## src/rtl/mmio_io_ctrl_pkg.sv

```systemverilog
// Shared definitions for the MMIO I/O controller: register offsets,
// status bit positions and TX state encodings.
package mmio_io_ctrl_pkg;

    localparam logic [7:0] IO_STATUS  = 8'h00;
    localparam logic [7:0] IO_RX_DATA = 8'h04;
    localparam logic [7:0] IO_TX_DATA = 8'h08;
    localparam logic [7:0] IO_CYCLE   = 8'h10;
    localparam logic [7:0] IO_INSTRET = 8'h14;
    localparam logic [7:0] IO_CNT_RST = 8'h18;

    localparam int STAT_TX_IDLE   = 0;
    localparam int STAT_RX_NEMPTY = 1;

    typedef enum logic {
        TX_IDLE = 1'b0,
        TX_SEND = 1'b1
    } tx_state_e;

endpackage

```

## src/rtl/mmio_io_ctrl_if.sv

```systemverilog
// Bus between the load/store stage, the UART and the MMIO I/O controller.
// The master side is the pipeline plus UART; the slave side is the controller.
interface mmio_io_ctrl_if;

    logic [31:0] addr;
    logic [31:0] wdata;
    logic        io_recv;
    logic [3:0]  io_trans;
    logic        inst_retire;
    logic [31:0] rdata;
    logic        stall;
    logic [7:0]  uart_tx_data;
    logic        uart_tx_valid;
    logic        uart_tx_ready;
    logic [7:0]  uart_rx_data;
    logic        uart_rx_valid;
    logic        uart_rx_ready;

    modport master (
        output addr, wdata, io_recv, io_trans, inst_retire,
        output uart_tx_ready, uart_rx_data, uart_rx_valid,
        input  rdata, stall, uart_tx_data, uart_tx_valid, uart_rx_ready
    );

    modport slave (
        input  addr, wdata, io_recv, io_trans, inst_retire,
        input  uart_tx_ready, uart_rx_data, uart_rx_valid,
        output rdata, stall, uart_tx_data, uart_tx_valid, uart_rx_ready
    );

endinterface

```

## src/rtl/mmio_io_ctrl_io_rx_fifo.sv

```systemverilog
// Synchronous byte FIFO for the UART receive path. DEPTH must be a power of
// two so the pointers wrap by plain overflow.
module io_rx_fifo #(
    parameter int DEPTH  = 4,
    parameter int DATA_W = 8
) (
    input  logic              clk,
    input  logic              rst,
    input  logic              push_i,
    input  logic              pop_i,
    input  logic [DATA_W-1:0] din_i,
    output logic [DATA_W-1:0] head_o,
    output logic              full_o,
    output logic              empty_o
);

    localparam int AW = $clog2(DEPTH);
    localparam int CW = AW + 1;

    logic [DATA_W-1:0] mem_q [DEPTH];
    logic [AW-1:0]     wr_ptr_q;
    logic [AW-1:0]     rd_ptr_q;
    logic [CW-1:0]     count_q;
    logic              do_push;
    logic              do_pop;

    assign full_o  = (count_q == CW'(DEPTH));
    assign empty_o = (count_q == '0);
    assign head_o  = mem_q[rd_ptr_q];
    assign do_push = push_i && !full_o;
    assign do_pop  = pop_i && !empty_o;

    always_ff @(posedge clk) begin
        if (rst) begin
            wr_ptr_q <= '0;
            rd_ptr_q <= '0;
            count_q  <= '0;
        end else begin
            if (do_push) wr_ptr_q <= wr_ptr_q + 1'b1;
            if (do_pop)  rd_ptr_q <= rd_ptr_q + 1'b1;
            case ({do_push, do_pop})
                2'b10:   count_q <= count_q + 1'b1;
                2'b01:   count_q <= count_q - 1'b1;
                default: count_q <= count_q;
            endcase
        end
    end

    // Storage carries data only; emptiness is tracked by the count.
    always_ff @(posedge clk) begin
        if (do_push) mem_q[wr_ptr_q] <= din_i;
    end

endmodule

```

## src/rtl/mmio_io_ctrl.sv

```systemverilog
// MMIO I/O controller: UART TX sequencing with pipeline stall, buffered RX,
// cycle/instret counters and registered read-back to writeback.
module mmio_io_ctrl
    import mmio_io_ctrl_pkg::*;
#(
    parameter int RX_FIFO_DEPTH = 4,
    parameter int CNT_WIDTH     = 32
) (
    input  logic          clk,
    input  logic          rst,
    mmio_io_ctrl_if.slave io
);

    logic [7:0]           off;
    logic                 tx_wr;
    logic                 cnt_clr;
    logic                 rx_rd;
    tx_state_e            state_q, state_d;
    logic [7:0]           tx_data_q, tx_data_d;
    logic [CNT_WIDTH-1:0] cycle_q, cycle_d;
    logic [CNT_WIDTH-1:0] instret_q, instret_d;
    logic [31:0]          rdata_q, rdata_d;
    logic [7:0]           rx_head;
    logic                 rx_full;
    logic                 rx_empty;
    logic                 unused_bits;

    assign off         = io.addr[7:0];
    assign tx_wr       = io.io_trans[0] && (off == IO_TX_DATA);
    assign cnt_clr     = (|io.io_trans) && (off == IO_CNT_RST);
    assign rx_rd       = io.io_recv && (off == IO_RX_DATA);
    assign unused_bits = ^{io.addr[31:8], io.wdata[31:8]};

    io_rx_fifo #(
        .DEPTH  (RX_FIFO_DEPTH),
        .DATA_W (8)
    ) u_rx_fifo (
        .clk     (clk),
        .rst     (rst),
        .push_i  (io.uart_rx_valid),
        .pop_i   (rx_rd),
        .din_i   (io.uart_rx_data),
        .head_o  (rx_head),
        .full_o  (rx_full),
        .empty_o (rx_empty)
    );

    assign io.uart_rx_ready = !rx_full;
    assign io.uart_tx_valid = (state_q == TX_SEND);
    assign io.uart_tx_data  = tx_data_q;
    assign io.rdata         = rdata_q;

    // A TX store arriving mid-send is held off until the FSM is idle again.
    always_comb begin
        state_d   = state_q;
        tx_data_d = tx_data_q;
        io.stall  = 1'b0;
        case (state_q)
            TX_IDLE: begin
                if (tx_wr) begin
                    state_d   = TX_SEND;
                    tx_data_d = io.wdata[7:0];
                end
            end
            TX_SEND: begin
                if (tx_wr) io.stall = 1'b1;
                if (io.uart_tx_ready) state_d = TX_IDLE;
            end
        endcase
    end

    always_comb begin
        cycle_d   = cnt_clr ? '0 : cycle_q + 1'b1;
        instret_d = cnt_clr ? '0 : instret_q + CNT_WIDTH'(io.inst_retire);
    end

    always_comb begin
        rdata_d = '0;
        case (off)
            IO_STATUS: begin
                rdata_d[STAT_TX_IDLE]   = (state_q == TX_IDLE);
                rdata_d[STAT_RX_NEMPTY] = !rx_empty;
            end
            IO_RX_DATA: if (!rx_empty) rdata_d = {24'b0, rx_head};
            IO_CYCLE:   rdata_d = 32'(cycle_q);
            IO_INSTRET: rdata_d = 32'(instret_q);
            default:    rdata_d = '0;
        endcase
    end

    always_ff @(posedge clk) begin
        if (rst) begin
            state_q   <= TX_IDLE;
            tx_data_q <= '0;
            cycle_q   <= '0;
            instret_q <= '0;
            rdata_q   <= '0;
        end else begin
            state_q   <= state_d;
            tx_data_q <= tx_data_d;
            cycle_q   <= cycle_d;
            instret_q <= instret_d;
            if (io.io_recv) rdata_q <= rdata_d;
        end
    end

endmodule

```

## src/flat_wrapper.sv

```systemverilog
// flat-port wrapper written by rule: the top's interface ports become plain ports
module mmio_io_ctrl_flat import mmio_io_ctrl_pkg::*;
#(
    parameter int RX_FIFO_DEPTH = 4,
    parameter int CNT_WIDTH     = 32
)
  (clk, rst, io_addr, io_wdata, io_io_recv, io_io_trans, io_inst_retire, io_uart_tx_ready, io_uart_rx_data, io_uart_rx_valid, io_rdata, io_stall, io_uart_tx_data, io_uart_tx_valid, io_uart_rx_ready);
  mmio_io_ctrl_if io_i ();
  input  logic clk;
  input  logic rst;
  input wire logic [$bits(io_i.addr)-1:0] io_addr;
  input wire logic [$bits(io_i.wdata)-1:0] io_wdata;
  input wire logic [$bits(io_i.io_recv)-1:0] io_io_recv;
  input wire logic [$bits(io_i.io_trans)-1:0] io_io_trans;
  input wire logic [$bits(io_i.inst_retire)-1:0] io_inst_retire;
  input wire logic [$bits(io_i.uart_tx_ready)-1:0] io_uart_tx_ready;
  input wire logic [$bits(io_i.uart_rx_data)-1:0] io_uart_rx_data;
  input wire logic [$bits(io_i.uart_rx_valid)-1:0] io_uart_rx_valid;
  output wire logic [$bits(io_i.rdata)-1:0] io_rdata;
  output wire logic [$bits(io_i.stall)-1:0] io_stall;
  output wire logic [$bits(io_i.uart_tx_data)-1:0] io_uart_tx_data;
  output wire logic [$bits(io_i.uart_tx_valid)-1:0] io_uart_tx_valid;
  output wire logic [$bits(io_i.uart_rx_ready)-1:0] io_uart_rx_ready;
  assign io_i.addr = io_addr;
  assign io_i.wdata = io_wdata;
  assign io_i.io_recv = io_io_recv;
  assign io_i.io_trans = io_io_trans;
  assign io_i.inst_retire = io_inst_retire;
  assign io_i.uart_tx_ready = io_uart_tx_ready;
  assign io_i.uart_rx_data = io_uart_rx_data;
  assign io_i.uart_rx_valid = io_uart_rx_valid;
  assign io_rdata = io_i.rdata;
  assign io_stall = io_i.stall;
  assign io_uart_tx_data = io_i.uart_tx_data;
  assign io_uart_tx_valid = io_i.uart_tx_valid;
  assign io_uart_rx_ready = io_i.uart_rx_ready;
  mmio_io_ctrl #(.RX_FIFO_DEPTH(RX_FIFO_DEPTH), .CNT_WIDTH(CNT_WIDTH)) u_core (.clk(clk), .rst(rst), .io(io_i));
endmodule
```

## config.mk

```make
export PLATFORM = sky130hd
export DESIGN_NAME = mmio_io_ctrl_flat
export DESIGN_NICKNAME = d
export VERILOG_FILES = /design/src/rtl/mmio_io_ctrl_pkg.sv /design/src/rtl/mmio_io_ctrl_if.sv /design/src/rtl/mmio_io_ctrl_io_rx_fifo.sv /design/src/rtl/mmio_io_ctrl.sv /design/src/flat_wrapper.sv
export SDC_FILE = /design/constraint.sdc
export NUM_CORES = 1
export LEC_CHECK = 0
export CAP_MARGIN = 10
export CORE_MARGIN = 2
export CORE_UTILIZATION = 40
export CTS_CLUSTER_SIZE = 40
export DETAILED_ROUTE_END_ITERATION = 6
export GPL_ROUTABILITY_DRIVEN = 0
export PLACE_DENSITY = 0.75
export SKIP_CTS_REPAIR_TIMING = 1
export SLEW_MARGIN = 20
export SYNTH_ARGS = -nofsm -noshare
export SYNTH_HDL_FRONTEND = slang
export SYNTH_SLANG_ARGS = --single-unit
```

## constraint.sdc

```tcl
create_clock -name clk -period 4.8 [get_ports clk]
set_clock_uncertainty 0.05 [all_clocks]
set_input_delay 1.2 -clock clk [delete_from_list [all_inputs] [get_ports clk]]
set_output_delay 1.2 -clock clk [all_outputs]
set_load 0.005 [all_outputs]
```

==> qor.yml, run 1 <==
initial_core_util_pct: 41.2
ant_nets: 0
synth_top_area_share_pct: 36.3
htree_levels: 4
ir_drop_v: 0.000278
cp-endpoint: "io_stall"
core.rowCount: 45
cp_max_fo: 4
grt_pass1_wl_mm: 21.7
cts_buffer_depth: 2
synth.area.top_cells: "dfxtp_1 36%, edfxtp_1 15%, nor2_1 7.0%"
io_buffers: 76
io-pin-count: 125
combPwrFrac_pct: 4.4
final-max-slew-violation-count: 0
die_w_um: 129
postSynth.asyncResetShare_pct: 0
cts_inserted_buffers: 17
yosys.area_share.simple_pct: 19.3
synth_edf_count: 32
hpwlAfterDp_mm: 8.98
r2r_slack_ns: 2.47
yosysWarnings: 0
layout-drive-gt1-share_pct: 10.8
yosysMostFrequentCell: "nor2_1"
dp_worst_setup_slack_ns: 0.435
cts.sinks: 146
pwr-share-clk_pct: 48.4
setup_viol: 0
reg2regPathDepth: 10
synth_cells: 614
finalCriticalPeriod_ns: 4.36
hold_viol: 0
remaining_drc_errors: 0
synth_common_cells: "117 x nor2_1, 114 x dfxtp_1, 38 x xor2_1, 32 x edfxtp_1, 28 x nand3_1"
drt_pass1_iterations: 4
cts_root_buf: "clkbuf_16"
grt_max_degree: 48
clkTransAtPathRegs_ns: 0.06
via_count: 4582
via_per_inst: 5.02
overflow: 0
crit_start: "io_addr[7]"
seqPwrFrac_pct: 47.3
slew_headroom_pct: 33.9
start_kind: "input pin"
rsz0062_at_grt: "no"
netlist_area_um2: 6280
finalCritPeriodShare_pct: 90.9
ys.flop_type: "dfxtp_1"
dieArea_um2: 16700
synth_seq_cells: 146
p_int_mw: 2.14
track_usage_pct: 16.7
setup-tns-final_ns: 0
max_freq_ghz: 0.229
crit_path_end_kind: "primary output"
power.share.switching_pct: 21.4
timing.final.ws_setup_ns: 0.439
syn-num-nets: 705
drtIter0Drc: 242
power.switching_mw: 0.582
avgSynthCellArea_um2: 10.2
synth-seq-area-share_pct: 51.6
synth_top_family_by_area: "simple AND/OR/NAND/NOR gates"
muxShareOfSynthArea_pct: 9.38
synth-compound-area-share_pct: 5.60
core_um2: 15300
grt_pass1_vias: 4386
status: "completed"
finalNetCount: 780
crit_arrival_ns: 3.11
yosys.area_share.adder_pct: 1.91
worst_pin_slew_ns: 0.992
yosysTopAreaCell: "dfxtp_1"
r2r-start: "u_core.u_rx_fifo.count_q[0]"
p_per_area_nw_per_um2: 348
cts_tree: "yes"
syn2layout_area_growth_pct: 24.8
r2r_end: "u_core.u_rx_fifo.count_q[2]"
wirelength_mm: 13.2
holdCritPathClass: "register to register"
insertion_delay_ns: 0.42
required_ns: 3.55
grt_antenna_before_repair: 0
die_height_um: 129
synth-xor-area-share_pct: 8.92
post_drt_wl_per_cell_um: 14.4
critPathKind: "input pin to primary output"
ys_types: 40
diodes: 0
leakage_nw: 2.78
max_cap_viol_count: 0
-- sequential cells by signal, summed over array words and instances (netlist names), named ones only --
register	count
u_core.u_rx_fifo.wr_ptr_q	2
u_core.u_rx_fifo.rd_ptr_q	2
u_core.io.uart_tx_valid	1
u_core.instret_q	32
u_core.u_rx_fifo.count_q	3
u_core.u_rx_fifo.mem_q	32
u_core.io.uart_tx_data	8
u_core.io.rdata	32
u_core.cycle_q	32
-- layer usage --
layer / track usage [%] / share of wire, % / vias up
li1: - / - / 2299
met1: 20.1 / 44 / 2169
met2: 27.9 / 49 / 90
met3: 5.04 / 4.6 / 24
met4: 6.78 / 2.0 / 0
met5: 0 / 0 / -
-- cell type report --
type / instances / area [um2]
repair buffers: 83 / 816
clock buffers: 18 / 429
flip-flops and latches: 146 / 3240
well taps: 211 / 264
inverters: 22 / 82.6
multi-input cells: 419 / 2840
clock inverters: 13 / 163
fillers: 1390 / 7420
-- layout by cell type, fill, tap and decap left out, types with 3 or more instances in the layout --
cell / count
nand3_1: 28
inv_1: 21
and4_1: 8
xnor2_1: 26
xor2_1: 38
nand2b_1: 6
clkbuf_16: 17
a22oi_1: 24
nor4_1: 8
ha_1: 8
o21ai_0: 11
bufinv_16: 3
nand4_1: 21
mux2_2: 23
edfxtp_1: 32
nor2_1: 117
mux2i_1: 15
and2_1: 6
a21oi_1: 7
nor3_1: 10
or3_1: 3
buf_4: 6
nor4_2: 3
a2bb2oi_1: 6
mux4_2: 8
dfxtp_1: 114
and3_1: 12
clkdlybuf4s50_1: 74
nand2_1: 19
clkinvlp_4: 6
-- kinds of logic (layout without fill, tap and decap cells) --
group,after synthesis,in the layout
xor gates and xnor gates,64,64
buffers and inverters,49,136
adders and majority gates,9,9
and+or+nand+nor,248,248
muxes,46,46
AOI/OAI and AO/OA,52,52
DFF,146,146
-- power groups by stage --
stage | registers, mW | logic, mW | clock network (mW)
detailed placement | 1.31 | 0.120 | 0
finish | 1.29 | 0.119 | 1.32
global route | 1.29 | 0.132 | 1.40
floorplan | 1.31 | 0.0678 | 0
global placement | 1.31 | 0.116 | 0
CTS | 1.29 | 0.120 | 1.34
-- stage by stage --
stage	hold slack [ns]	instances	total power [mW]	instance area (um2)	util, %
floorplan	0.391	614	1.38	6280	-
global placement	0.408	881	1.43	7240	47.5
detailed placement	0.414	881	1.43	7240	47.5
CTS	0.428	912	2.75	7830	51.3
global route	0.460	912	2.82	7840	51.4
finish	0.420	912	2.73	7840	51.4
-- worst min path at each step --
stage | startpoint | to | slack (ns) | cells after the start
2_1_floorplan | u_core.cycle_q[0] | u_core.cycle_q[0] | 0.39 | 1
3_3_place_gp | u_core.io.rdata[5] | u_core.io.rdata[5] | 0.41 | 2
3_5_place_dp | u_core.io.rdata[3] | u_core.io.rdata[3] | 0.41 | 2
4_1_cts | u_core.io.rdata[3] | u_core.io.rdata[3] | 0.43 | 2
5_1_grt | u_core.io.rdata[3] | u_core.io.rdata[3] | 0.46 | 2
6_report | u_core.io.rdata[3] | u_core.io.rdata[3] | 0.42 | 2
-- critical path, stage by stage --
cell and delay [ns]:
clkdlybuf4s50_1 0.39, or2_1 0.25, or4_4 0.45, nor4_1 0.27, clkdlybuf4s50_1 0.55
No activity file was read; power rests on OpenSTA's default activity.
==> run 2: changes to the inputs <==
Settings changed: CTS_BUF_LIST from default to sky130_fd_sc_hd__clkbuf_2, CTS_CLUSTER_DIAMETER from default to 60.
==> run 2 against run 1 <==
- flip-flop and latch count stayed put
- register-to-register slack lost 0.03 ns
- global-route usage is 0.43 points lower
- die area unchanged
- hold slack improved by 0.029 ns
- critical endpoint unchanged
- highest routed layer unchanged
==> qor.yml, run 2 (synthesized netlist as in run 1, its figures left out) <==
status: "completed"
r2r_slack_ns: 2.44  # -0.03 ns
die_w_um: 129  # unchanged
setup-tns-final_ns: 0  # unchanged
hp-start: "u_core.io.rdata[3]"
post_drt_wl_per_cell_um: 14.1  # -2.6%
remaining_drc_errors: 0  # unchanged
crit_path_end_kind: "primary output"
critPathKind: "input pin to primary output"
drt_pass1_iterations: 4  # unchanged
clkTransAtPathRegs_ns: 0.20  # +0.14 ns
io-pin-count: 125  # unchanged
cts_root_buf: "clkbuf_2"
syn2layout_area_growth_pct: 19.4
power_mw: 2.14  # -22%
cts_inserted_buffers: 17  # unchanged
initial_core_util_pct: 41.2  # unchanged
grt_pass1_vias: 4323  # -1.4%
wirelength_mm: 12.9  # -2.5%
track_usage_pct: 16.2  # -0.43 points
drtIter0Drc: 243  # +0.41%
fillCellCount: 1438  # +3.5%
cts_tree: "yes"
htree_levels: 4  # unchanged
worst_pin_slew_ns: 0.987  # -0.00462 ns
ir_drop_v: 0.000194  # -30%
ant_nets: 0  # unchanged
max_cap_viol_count: 0  # unchanged
cp_max_fo: 4  # unchanged
hpwlAfterDp_mm: 8.98  # unchanged
final-max-slew-violation-count: 0  # unchanged
core_um2: 15300  # unchanged
holdCritPathClass: "register to register"
crit_start: "io_addr[7]"
required_ns: 3.55  # about the same
r2r-start: "u_core.u_rx_fifo.count_q[0]"
slew_headroom_pct: 34.2  # +0.31 points
io_buffers: 76  # unchanged
crit_arrival_ns: 3.11  # about the same
leakage_nw: 2.65  # -4.9%
p_per_area_nw_per_um2: 285  # -18%
finalCriticalPeriod_ns: 4.36  # -0.000162 ns
die_height_um: 129  # unchanged
cts_buffer_depth: 2  # unchanged
grt_antenna_before_repair: 0  # unchanged
final_common_cell: "nor2_1"
mostFrequentLayoutCells: "117 x nor2_1, 114 x dfxtp_1, 74 x clkdlybuf4s50_1"
via_count: 4553  # -0.63%
start_kind: "input pin"
finalNetCount: 780  # unchanged
overflow: 0  # unchanged
grt_max_degree: 48  # unchanged
layout-drive-gt1-share_pct: 11.0  # +0.14 points
dieArea_um2: 16700  # unchanged
cts.sinks: 146  # unchanged
max_freq_ghz: 0.229  # about the same
core.rowCount: 45  # unchanged
insertion_delay_ns: 0.72  # +0.30 ns
rsz0062_at_grt: "no"
via_per_inst: 4.99  # -0.74%
grt_pass1_wl_mm: 21.3  # -1.6%
finalCritPeriodShare_pct: 90.9  # about the same
hold_viol: 0  # unchanged
setup_viol: 0  # unchanged
-- run 2: cell type report --
| type | count | area [um2] | area share (%) |
|---|---|---|---|
| antenna | 1 | 2.50 | 0.0334 |
| clock inverter | 13 | 163 | 2.17 |
| tap | 211 | 264 | 3.52 |
| clock buffer | 18 | 90.1 | 1.20 |
| timing repair buffer | 83 | 816 | 10.9 |
| sequential | 146 | 3240 | 43.2 |
| multi-input combinational | 419 | 2840 | 37.9 |
| inverter | 22 | 82.6 | 1.10 |
-- run 2: path summary, 6_finish.rpt --
check	endpoint	cells after the start
max	io_stall	5
min	u_core.io.rdata[3]	2
max reg2reg	u_core.u_rx_fifo.count_q[2]	10
min reg2reg	u_core.io.rdata[3]	2
-- run 2: critical path: stages --
cell and delay (ns):
clkdlybuf4s50_1 0.39, or2_1 0.25, or4_4 0.45, nor4_1 0.27, clkdlybuf4s50_1 0.55
-- run 2: metal layers --
layer	vias to the layer above	global-route usage (%)	wire length, um
li1	2301	-	-
met1	2150	20.0	5730
met2	82	27.2	6260
met3	20	4.75	606
met4	0	5.82	249
met5	-	0	0
-- run 2: power breakdown --
part | leakage [nW] | switching, mW | total [mW] | internal, mW
registers | 1.21 | 0.0115 | 1.29 | 1.28
clock network | 0.127 | 0.442 | 0.729 | 0.287
logic | 1.31 | 0.0627 | 0.118 | 0.0557
total | 2.65 | 0.516 | 2.14 | 1.62
-- run 2: through the flow --
stage | utilization, % | instance area (um2) | setup slack, ns | hold slack [ns] | cells
finish | 49.2 | 7500 | 0.439 | 0.449 | 913
global route | 49.2 | 7500 | 0.314 | 0.492 | 912
CTS | 49.1 | 7490 | 0.435 | 0.457 | 912
detailed placement | 47.5 | 7240 | 0.435 | 0.414 | 881
global placement | 47.5 | 7240 | 0.424 | 0.408 | 881
floorplan | - | 6280 | 1.37 | 0.391 | 614
